File: src/rtl/ps2_host_tx_pkg.sv
// Shared definitions for the PS/2 host-to-device transmitter: FSM states,
// error codes, common command bytes and small helper functions.
package ps2_host_tx_pkg;

    typedef enum logic [2:0] {
        ST_IDLE      = 3'd0,
        ST_INHIBIT   = 3'd1,
        ST_REQ       = 3'd2,
        ST_SHIFT     = 3'd3,
        ST_ACK       = 3'd4,
        ST_WAIT_IDLE = 3'd5,
        ST_FAIL      = 3'd6
    } state_t;

    localparam logic [1:0] ERR_NONE  = 2'd0;
    localparam logic [1:0] ERR_START = 2'd1;  // device never started clocking
    localparam logic [1:0] ERR_XFER  = 2'd2;  // frame or ACK took too long
    localparam logic [1:0] ERR_NOACK = 2'd3;  // device left data high at ACK

    localparam logic [7:0] CMD_SET_LEDS = 8'hED;
    localparam logic [7:0] CMD_ENABLE   = 8'hF4;
    localparam logic [7:0] CMD_RESET    = 8'hFF;
    localparam logic [7:0] CMD_RESEND   = 8'hFE;

    localparam int TMO_W = 20;

    // Odd parity: total number of ones over data plus parity is odd.
    function automatic logic odd_parity(input logic [7:0] d);
        return ~^d;
    endfunction

    // Saturating increment for the timeout counters.
    function automatic logic [TMO_W-1:0] sat_inc(input logic [TMO_W-1:0] v);
        return (&v) ? v : v + TMO_W'(1);
    endfunction

endpackage

File: src/rtl/ps2_line_sync.sv
// Two-flop synchroniser plus run-length glitch filter for a PS/2 pad.
// The filtered level only changes after FILTER_LEN consecutive synced
// samples disagree with it; o_fall pulses for one cycle on a 1->0 change.
module ps2_line_sync #(
    parameter int FILTER_LEN = 8
) (
    input  logic clk,
    input  logic rst,
    input  logic i_raw,
    output logic o_level,
    output logic o_fall
);

    localparam int CW = $clog2(FILTER_LEN + 1);

    logic          r_meta;
    logic          r_sync;
    logic          r_level;
    logic          r_fall;
    logic [CW-1:0] r_cnt;

    // Bring the asynchronous pad level into the clock domain (idle bus is high).
    always_ff @(posedge clk or posedge rst) begin
        if (rst) begin
            r_meta <= 1'b1;
            r_sync <= 1'b1;
        end else begin
            r_meta <= i_raw;
            r_sync <= r_meta;
        end
    end

    // Accept a level change only after a stable run; flag falling transitions.
    always_ff @(posedge clk or posedge rst) begin
        if (rst) begin
            r_level <= 1'b1;
            r_cnt   <= '0;
            r_fall  <= 1'b0;
        end else begin
            r_fall <= 1'b0;
            if (r_sync == r_level) begin
                r_cnt <= '0;
            end else if (r_cnt == CW'(FILTER_LEN - 1)) begin
                r_level <= r_sync;
                r_cnt   <= '0;
                r_fall  <= r_level;
            end else begin
                r_cnt <= r_cnt + CW'(1);
            end
        end
    end

    assign o_level = r_level;
    assign o_fall  = r_fall;

endmodule

File: src/rtl/ps2_host_tx.sv
// PS/2 host-to-device byte transmitter: inhibit, request-to-send, clock out
// start/data/parity/stop on device clock falls, then check the device ACK.
// Outputs drive open-drain enables (1 = pull the line low).
module ps2_host_tx
    import ps2_host_tx_pkg::*;
#(
    parameter int unsigned INHIBIT_CYCLES = 6000,
    parameter int unsigned START_TIMEOUT  = 750000,
    parameter int unsigned XFER_TIMEOUT   = 100000,
    parameter int          FILTER_LEN     = 8
) (
    input  logic       CLOCK_50,
    input  logic       reset,
    input  logic [7:0] send_data,
    input  logic       send_valid,
    output logic       send_ready,
    input  logic       ps2_clk_in,
    input  logic       ps2_dat_in,
    output logic       ps2_clk_oe,
    output logic       ps2_dat_oe,
    output logic       rx_inhibit,
    output logic       done,
    output logic       error,
    output logic [1:0] err_code
);

    state_t           r_state;
    logic [8:0]       r_shift;
    logic [3:0]       r_bit_cnt;
    logic [TMO_W-1:0] r_tmo_cnt;
    logic [TMO_W-1:0] r_xfer_cnt;
    logic             r_clk_oe;
    logic             r_dat_oe;
    logic             r_done;
    logic             r_error;
    logic [1:0]       r_err_code;
    logic             r_dat_meta;
    logic             r_dat_sync;

    logic             w_clk_level;
    logic             w_clk_fall;
    logic             w_xfer_expired;

    ps2_line_sync #(
        .FILTER_LEN (FILTER_LEN)
    ) u_clk_sync (
        .clk     (CLOCK_50),
        .rst     (reset),
        .i_raw   (ps2_clk_in),
        .o_level (w_clk_level),
        .o_fall  (w_clk_fall)
    );

    // Data line only needs synchronising; it is sampled at filtered clock falls.
    always_ff @(posedge CLOCK_50 or posedge reset) begin
        if (reset) begin
            r_dat_meta <= 1'b1;
            r_dat_sync <= 1'b1;
        end else begin
            r_dat_meta <= ps2_dat_in;
            r_dat_sync <= r_dat_meta;
        end
    end

    // The transfer budget runs from the first device fall through ACK and bus idle.
    assign w_xfer_expired = (r_xfer_cnt >= TMO_W'(XFER_TIMEOUT - 1));

    // Transfer sequencer with counters and registered bus/handshake outputs.
    always_ff @(posedge CLOCK_50 or posedge reset) begin
        if (reset) begin
            r_state    <= ST_IDLE;
            r_shift    <= '0;
            r_bit_cnt  <= '0;
            r_tmo_cnt  <= '0;
            r_xfer_cnt <= '0;
            r_clk_oe   <= 1'b0;
            r_dat_oe   <= 1'b0;
            r_done     <= 1'b0;
            r_error    <= 1'b0;
            r_err_code <= ERR_NONE;
        end else begin
            r_done  <= 1'b0;
            r_error <= 1'b0;
            case (r_state)
                ST_IDLE: begin
                    r_clk_oe <= 1'b0;
                    r_dat_oe <= 1'b0;
                    if (send_valid) begin
                        // Shift register holds {parity, data}; ones fill in from the top
                        // so the tenth fall naturally releases data for the stop bit.
                        r_shift   <= {odd_parity(send_data), send_data};
                        r_tmo_cnt <= '0;
                        r_clk_oe  <= 1'b1;
                        r_state   <= ST_INHIBIT;
                    end
                end
                ST_INHIBIT: begin
                    if (r_tmo_cnt == TMO_W'(INHIBIT_CYCLES - 1)) begin
                        r_dat_oe  <= 1'b1;
                        r_tmo_cnt <= '0;
                        r_state   <= ST_REQ;
                    end else begin
                        r_tmo_cnt <= sat_inc(r_tmo_cnt);
                    end
                end
                ST_REQ: begin
                    // Clock is released one cycle after the start bit is driven.
                    r_clk_oe <= 1'b0;
                    if (w_clk_fall) begin
                        r_dat_oe   <= ~r_shift[0];
                        r_shift    <= {1'b1, r_shift[8:1]};
                        r_bit_cnt  <= 4'd1;
                        r_xfer_cnt <= '0;
                        r_tmo_cnt  <= '0;
                        r_state    <= ST_SHIFT;
                    end else if (r_tmo_cnt == TMO_W'(START_TIMEOUT - 1)) begin
                        r_clk_oe   <= 1'b0;
                        r_dat_oe   <= 1'b0;
                        r_error    <= 1'b1;
                        r_err_code <= ERR_START;
                        r_tmo_cnt  <= '0;
                        r_state    <= ST_FAIL;
                    end else begin
                        r_tmo_cnt <= sat_inc(r_tmo_cnt);
                    end
                end
                ST_SHIFT: begin
                    r_xfer_cnt <= sat_inc(r_xfer_cnt);
                    if (w_clk_fall) begin
                        r_dat_oe  <= ~r_shift[0];
                        r_shift   <= {1'b1, r_shift[8:1]};
                        r_bit_cnt <= r_bit_cnt + 4'd1;
                        if (r_bit_cnt == 4'd9) begin
                            r_tmo_cnt <= '0;
                            r_state   <= ST_ACK;
                        end
                    end else if (w_xfer_expired) begin
                        r_clk_oe   <= 1'b0;
                        r_dat_oe   <= 1'b0;
                        r_error    <= 1'b1;
                        r_err_code <= ERR_XFER;
                        r_tmo_cnt  <= '0;
                        r_state    <= ST_FAIL;
                    end
                end
                ST_ACK: begin
                    r_xfer_cnt <= sat_inc(r_xfer_cnt);
                    if (w_clk_fall) begin
                        r_tmo_cnt <= '0;
                        if (!r_dat_sync) begin
                            r_state <= ST_WAIT_IDLE;
                        end else begin
                            r_error    <= 1'b1;
                            r_err_code <= ERR_NOACK;
                            r_state    <= ST_FAIL;
                        end
                    end else if (w_xfer_expired) begin
                        r_clk_oe   <= 1'b0;
                        r_dat_oe   <= 1'b0;
                        r_error    <= 1'b1;
                        r_err_code <= ERR_XFER;
                        r_tmo_cnt  <= '0;
                        r_state    <= ST_FAIL;
                    end
                end
                ST_WAIT_IDLE: begin
                    r_xfer_cnt <= sat_inc(r_xfer_cnt);
                    if (w_clk_level && r_dat_sync) begin
                        r_done    <= 1'b1;
                        r_tmo_cnt <= '0;
                        r_state   <= ST_IDLE;
                    end else if (w_xfer_expired) begin
                        r_clk_oe   <= 1'b0;
                        r_dat_oe   <= 1'b0;
                        r_error    <= 1'b1;
                        r_err_code <= ERR_XFER;
                        r_tmo_cnt  <= '0;
                        r_state    <= ST_FAIL;
                    end
                end
                ST_FAIL: begin
                    r_clk_oe  <= 1'b0;
                    r_dat_oe  <= 1'b0;
                    r_tmo_cnt <= '0;
                    r_state   <= ST_IDLE;
                end
                default: begin
                    r_clk_oe <= 1'b0;
                    r_dat_oe <= 1'b0;
                    r_state  <= ST_IDLE;
                end
            endcase
        end
    end

    assign send_ready = (r_state == ST_IDLE);
    assign rx_inhibit = (r_state != ST_IDLE);
    assign ps2_clk_oe = r_clk_oe;
    assign ps2_dat_oe = r_dat_oe;
    assign done       = r_done;
    assign error      = r_error;
    assign err_code   = r_err_code;

endmodule

File: config.mk
export PLATFORM = sky130hd
export DESIGN_NAME = ps2_host_tx
export DESIGN_NICKNAME = d
export VERILOG_FILES = /design/src/rtl/ps2_host_tx_pkg.sv /design/src/rtl/ps2_line_sync.sv /design/src/rtl/ps2_host_tx.sv
export SDC_FILE = /design/constraint.sdc
export NUM_CORES = 1
export LEC_CHECK = 0
export ABC_AREA = 0
export BUFFER_PORTS_ARGS = -buffer_cell sky130_fd_sc_hd__buf_2
export CAP_MARGIN = 20
export CORE_ASPECT_RATIO = 0.5
export CORE_UTILIZATION = 56
export CTS_BUF_LIST = sky130_fd_sc_hd__clkbuf_16
export CTS_CLUSTER_DIAMETER = 30
export DETAILED_ROUTE_END_ITERATION = 8
export GPL_TIMING_DRIVEN = 0
export PLACE_DENSITY = 0.77
export SETUP_SLACK_MARGIN = 0.2
export SLEW_MARGIN = 0
export SYNTH_ARGS = -nofsm -noshare
export SYNTH_HDL_FRONTEND = slang
export SYNTH_HIERARCHICAL = 1
export SYNTH_SLANG_ARGS = --single-unit
File: constraint.sdc
create_clock -name CLOCK_50 -period 2.35 [get_ports CLOCK_50]
set_input_delay 0.235 -clock CLOCK_50 [delete_from_list [all_inputs] [get_ports CLOCK_50]]
set_output_delay 0.235 -clock CLOCK_50 [all_outputs]
set_load 0.03 [all_outputs]
After elaboration in Yosys (flattened, before gate mapping)
Index checks and enable logic that the tools add are counted.
- register bits after elaboration: 72
- output and inout bits: 8
- add/sub/neg operators: 4
- order comparisons: 1
- eq/ne operators: 26
- multiplexer cells: 66
- bitwise gates (word level): 3
- reduce and logical (&&, ||, !) cells: 23
- operators by type and width (cell ; number):
    2-to-1 mux 20 bit ; 12
    one-hot mux 20 bit (7 select lines) ; 1
    adder 20 x 1 -> 20 bit (second input constant) ; 2
    one-hot mux 20 bit (2 select lines) ; 1
    AND reduction 20 bit ; 2
    2-to-1 mux 3 bit ; 9
    2-to-1 mux 1 bit ; 22
    equality test 20 x 13 -> 1 bit (second input constant) ; 1
    equality test 20 bit (second input constant) ; 1
    greater-or-equal comparator 20 x 17 -> 1 bit (second input constant) ; 1
    2-to-1 mux 9 bit ; 2
    inequality test 2 bit (second input constant) ; 9
    one-hot mux 3 bit (6 select lines) ; 1
    one-hot mux 9 bit (2 select lines) ; 1
    2-to-1 mux 2 bit ; 8
    2-to-1 mux 4 bit ; 4
    AND reduction 3 bit ; 5
    equality test 3 bit (second input constant) ; 3
    adder 4 x 1 -> 4 bit (second input constant) ; 2
    one-hot mux 1 bit (4 select lines) ; 2
    one-hot mux 2 bit (4 select lines) ; 1
    one-hot mux 4 bit (2 select lines) ; 1
    AND reduction 4 bit ; 2
    XNOR reduction 8 bit ; 1
    20 further kinds ; 29

Logic depth before layout (Yosys ltp)
- word-level depth: 5
- mapped depth: 8
- mapped depth without buffers: 8

By module
Netlist, hierarchy kept.
- by module, submodules not included (module ; times used ; cells an instance ; area an instance (um2)):
    ps2_host_tx ; 1 ; 434 ; 3839.9
    ps2_line_sync ; 1 ; 22 ; 325.3

Worst setup path before layout
No wires, ideal clock.
- path type: flip-flop to flip-flop
- start point: register r_tmo_cnt[7]
- end point: register r_tmo_cnt[1]
- library setup time: 0.122 ns
- data arrival time: 2.049 ns
- required time: 2.228 ns
- slack: 0.180 ns
- cell stages (with the launch flop): 7
- buffers on the path: 0
- clock period less this slack: 2.170 ns
- path through: dfrtp_1 > or4b_4 > nor4_4 > a211oi_1 > a21oi_1 > o21ai_0 > a32o_1
- longest elaborated chain between the ends: 5
- elaborated cells between the ends (all ways): 8
- classes of those cells: 2 x eq/ne; 5 x mux; 1 x reduce/logical
- RTL lines (element ; RTL line ; text):
    start: declaration ; ps2_host_tx.sv:30 ; logic [TMO_W-1:0] r_tmo_cnt;
    start signal: assignment ; ps2_host_tx.sv:103 ; r_tmo_cnt <= sat_inc(r_tmo_cnt);
    start signal: assignment ; ps2_host_tx.sv:124 ; r_tmo_cnt <= sat_inc(r_tmo_cnt);
    AND reduction 20 bit ; ps2_host_tx_pkg.sv:34 ; return (&v) ? v : v + TMO_W'(1);
    2-to-1 mux 20 bit ; -- ;
    2-to-1 mux 20 bit ; ps2_host_tx.sv:116 ; end else if (r_tmo_cnt == TMO_W'(START_TIMEOUT - 1)) begin
    2-to-1 mux 20 bit ; ps2_host_tx.sv:109 ; if (w_clk_fall) begin
    one-hot mux 20 bit (7 select lines) (*) ; ps2_host_tx.sv:84 ; case (r_state)
Mark *: on every way between the ends. The rest lies on a longest branch, timed or not.
A chain may end at the register's enable or synchronous reset.

Worst setup path in the final report
- start point: register r_tmo_cnt[0]
- end point: register r_tmo_cnt[13]
- longest elaborated chain between the ends: 5
- elaborated cells between the ends (all ways): 9
- classes of those cells: 1 x add/sub; 2 x eq/ne; 5 x mux; 1 x reduce/logical
- RTL lines (element ; RTL line):
    adder 20 x 1 -> 20 bit / AND reduction 20 bit (equally long branches) ; ps2_host_tx_pkg.sv:34
    2-to-1 mux 20 bit ; ps2_host_tx_pkg.sv:34
    2-to-1 mux 20 bit ; ps2_host_tx.sv:116
    2-to-1 mux 20 bit ; ps2_host_tx.sv:109
    one-hot mux 20 bit (7 select lines) (*) ; ps2_host_tx.sv:84
Marked as above.

==> results list <==
* Run status: completed
- For this block, the routed nets add up to 10970 um of wire.
- Rel. slew slack: 53.67%
* Fraction of post-synthesis cell area in the top cell type by area: 40.25%
- The number of antenna diodes in the final layout is 0.
- The tree is rooted in a sky130_fd_sc_hd__clkbuf_16.
- The finished layout holds 627 standard cells, fillers aside.
* Critical path required time: 2.62 ns
- For this run, the share of the core covered by cells in the final layout is 76.75%.
- Area growth from synthesis to layout: 27.82%
- Synth Area per Inst: around 9.1 um2
* 1st-iter DRT viols: 400
* Post-synth EDFFs: 0
- The largest total area in the synthesized netlist belongs to sky130_fd_sc_hd__dfrtp_1.
- The first TritonRoute pass finished after 5 iterations.
* Total negative slack for setup checks: 0 ns
- Total clock sinks: 72
* Peak Freq: between 0.4 and 0.5 GHz
* Count of unique library cells instantiated by Yosys: between 60 and 70
* Proportion of synthesized chip area in sequential cells: 43.41%
- Setup violations remaining at the end of the flow were counted as 0.
* First-pass GRT wire length: roughly 17000 um
- Crit path launch type: flop
* Clock transition at the registers of the reported paths: 0.06 ns
- Port-buffer cells: 20
- In this run the core area contains 21 standard-cell rows.
- The net count of the finished layout is about 550.
* Placer Congestion: 0.9436
* Antenna violations before repair: 0
- Sort of element at the end of the critical path: flop
* Final hold slack: 0.2009 ns
- The worst hold path belongs to the class in -> reg.
* Setup repair after global routing missed its margin: yes
- At the worst endpoint, the arrival time is 2.58 ns.
- Maximum number of pins on one net before global-route repair: 34
* Register Area: between 1500 and 2000 um2
* Worst clock skew: 0.007845 ns
- The post-route netlist has 26.36% of its cells at a drive strength greater than 1.
- For the worst-skew pair, the clock arrives at the later sink with an insertion delay of 0.34 ns.
- Of all nets on the critical path, the largest fanout is 7.
- Num CTS Buffers: 9
* Top-count cell post-synth: sky130_fd_sc_hd__dfrtp_1
- The analysis attributes to cell leakage a power of between 2 and 2.5 nW.
- Remaining antenna violation count: 0
- Most numerous cell types in the synthesized netlist: 67 x sky130_fd_sc_hd__dfrtp_1, 40 x sky130_fd_sc_hd__nand2_1, 39 x sky130_fd_sc_hd__nor2_1, 39 x sky130_fd_sc_hd__o21ai_0, 26 x sky130_fd_sc_hd__a21oi_1
* Total nets after synthesis: 477
* DIE HEIGHT: about 63 um
* Fraction of registers with async set/reset: 100.0%
- Final cycle utilization of the critical path: 98.19%
- The setup path with the least slack is of type reg -> reg.
* Area inside the core boundary: just under 7000 um2
* Final hold violations: 0
* Routed via count divided by cell count: ~6.3
* Cells taking the most area after synthesis: sky130_fd_sc_hd__dfrtp_1 40%, sky130_fd_sc_hd__o21ai_0 4.7%, sky130_fd_sc_hd__nand2_1 3.6%
- Total of warnings raised by yosys: 6
* Number of pins with negative max-slew slack in the final report: 0
* Total routing usage reported by global routing: 27.71%
* CTS tree: yes
- Max VDD drop: 0.5469 mV
- Count of placed standard cells including taps: approximately 570
* Max_cap viols: 0
- After global routing the overflow that remains totals 0.
- The synthesized design contains 72 register bits.
- I/O pin count: 21
* Worst-margin pin slew: 0.6939 ns
* Count of vias placed by the detailed router: roughly 4000
- Area occupied by multi-input gates: about 2500 um2
* Most used flip-flop cell after synthesis: sky130_fd_sc_hd__dfrtp_1
- Longest Clk Path Bufs: 2
- Summed over all nets, the half-perimeter wirelength after detailed placement is 6490 um.
- Final critical-path required period: between 2 and 2.5 ns
* Count of mapped cells out of synthesis: 456
- After detailed routing, the number of remaining DRC violations is 0.
* Routed length per instance: 17.50 um
- The die covers 7808 um2.
- The number of global-route vias before repair was around 3500.
- CTS HTree Levels: 3
* Total power per unit cell area: 1143 nW/um2
- Initial Util: 60.05%
- The floorplan step set the die width to 124.0 um.
- Post-synthesis cell area: 4165 um2
- Fill cells in the final layout number 439.
[layout make-up]
cell class	instances	share of cell area, %
Clock buffer	9	4.230
Buffer	17	1.927
Clock inverter	7	1.058
Inverter	13	0.9871
Tap cell	92	2.162
Sequential cell	72	34.01
Multi-Input combinational cell	353	46.39
Timing Repair Buffer	64	9.236
[timing repair]
item | in CTS | in global routing
hold buffers | 3 | 0
endpoints found under the setup margin | 54 | 56
gates cloned | 0 | 1
endpoints found under the hold margin | 7 | 0
pin swaps | 12 | 16
buffers inserted | 12 | 27
gates resized for setup | 33 | 49
[report_power, final]
group / internal (mW) / switching, mW / total (mW) / leakage (nW)
Sequential: 1.47 / 0.216 / 1.69 / 0.947
Combinational: 1.38 / 1.72 / 3.10 / 1.27
Clock: 0.803 / 0.494 / 1.30 / 0.149
Total: 3.66 / 2.43 / 6.09 / 2.36
[worst paths after layout]
check                                               from                            end  slack (ns)  cells past startpoint
worst max-delay path            r_tmo_cnt[0]$_DFFE_PP0P_      r_tmo_cnt[13]$_DFFE_PP0P_        0.04                     10
worst min-delay path                        send_data[5]         r_shift[5]$_DFFE_PP0P_        0.20                      3
worst max register to register  r_tmo_cnt[0]$_DFFE_PP0P_      r_tmo_cnt[13]$_DFFE_PP0P_        0.04                     10
worst min register to register      r_dat_meta$_DFF_PP1_           r_dat_sync$_DFF_PP1_        0.35                      0
max in group asynchronous                          reset      r_xfer_cnt[4]$_DFFE_PP0P_        1.17                      4
min in group asynchronous                          reset  u_clk_sync/r_cnt[2]$_DFF_PP0_        0.40                      3
[routing by layer]
| metal | share of wire (%) | vias up | track usage, % |
|---|---|---|---|
| met5 | 0 | - | 0 |
| met4 | 2.3 | 0 | 12.35 |
| met3 | 6.4 | 39 | 7.573 |
| met2 | 47 | 183 | 41.67 |
| met1 | 44 | 1909 | 37.29 |
| li1 | - | 1828 | - |
[logic make-up after synthesis]
| kind of cell | count (synthesis) | synth area share (%) |
|---|---|---|
| simple gates | 185 | 24.54 |
| compound gates | 124 | 18.71 |
| flops | 72 | 43.41 |
| buf+inv | 31 | 2.824 |
| xor+xnor | 24 | 5.047 |
| mux | 12 | 3.064 |
| fa+ha+maj | 8 | 2.403 |
[critical path, cell delays in order (launching register included)]
cell                       delay [ns]
sky130_fd_sc_hd__dfrtp_1         0.43
sky130_fd_sc_hd__ha_2            0.24
sky130_fd_sc_hd__nand3_1         0.16
sky130_fd_sc_hd__nor3_4          0.07
sky130_fd_sc_hd__buf_4           0.15
sky130_fd_sc_hd__a211oi_2        0.35
sky130_fd_sc_hd__buf_4           0.21
sky130_fd_sc_hd__a21oi_4         0.05
sky130_fd_sc_hd__buf_12          0.16
sky130_fd_sc_hd__or3_1           0.33
sky130_fd_sc_hd__nand3_1         0.08
[layout by cell type (no fill, tap or decap), types with 5 or more instances in the layout]
cell type,instances
sky130_fd_sc_hd__xnor2_1,13
sky130_fd_sc_hd__a21oi_1,23
sky130_fd_sc_hd__buf_2,23
sky130_fd_sc_hd__xor2_1,11
sky130_fd_sc_hd__buf_4,36
sky130_fd_sc_hd__nand4_1,7
sky130_fd_sc_hd__nor2_1,38
sky130_fd_sc_hd__nand2_1,40
sky130_fd_sc_hd__o21ai_1,5
sky130_fd_sc_hd__ha_1,5
sky130_fd_sc_hd__dfrtp_1,65
sky130_fd_sc_hd__nand3_1,22
sky130_fd_sc_hd__nor3_1,13
sky130_fd_sc_hd__a31oi_1,13
sky130_fd_sc_hd__nand2b_1,7
sky130_fd_sc_hd__inv_1,13
sky130_fd_sc_hd__o21ai_0,31
sky130_fd_sc_hd__clkbuf_1,5
sky130_fd_sc_hd__clkbuf_16,10
sky130_fd_sc_hd__dfstp_2,5
sky130_fd_sc_hd__and3_1,7
sky130_fd_sc_hd__mux2i_1,9
sky130_fd_sc_hd__and4_1,5
sky130_fd_sc_hd__or3_1,6
[flip-flops by register name, summed over array words and instances (netlist names)]
register,count
done,1
err_code,2
error,1
ps2_clk_oe,1
ps2_dat_oe,1
r_bit_cnt,4
r_dat_meta,1
r_dat_sync,1
r_shift,9
r_state,3
r_tmo_cnt,20
r_xfer_cnt,20
u_clk_sync/o_fall,1
u_clk_sync/o_level,1
u_clk_sync/r_cnt,4
u_clk_sync/r_meta,1
u_clk_sync/r_sync,1
[stage by stage]
step	area [um2]	total power [mW]	setup WS (ns)
finish	5324	6.086	0.04248
CTS	4950	5.402	0.1841
detailed placement	4404	3.717	-0.2608
global route	5324	6.412	-0.04910
floorplan	4169	3.210	0.2225
global placement	4384	3.681	-0.2762
(Power assumes the default switching activity.)
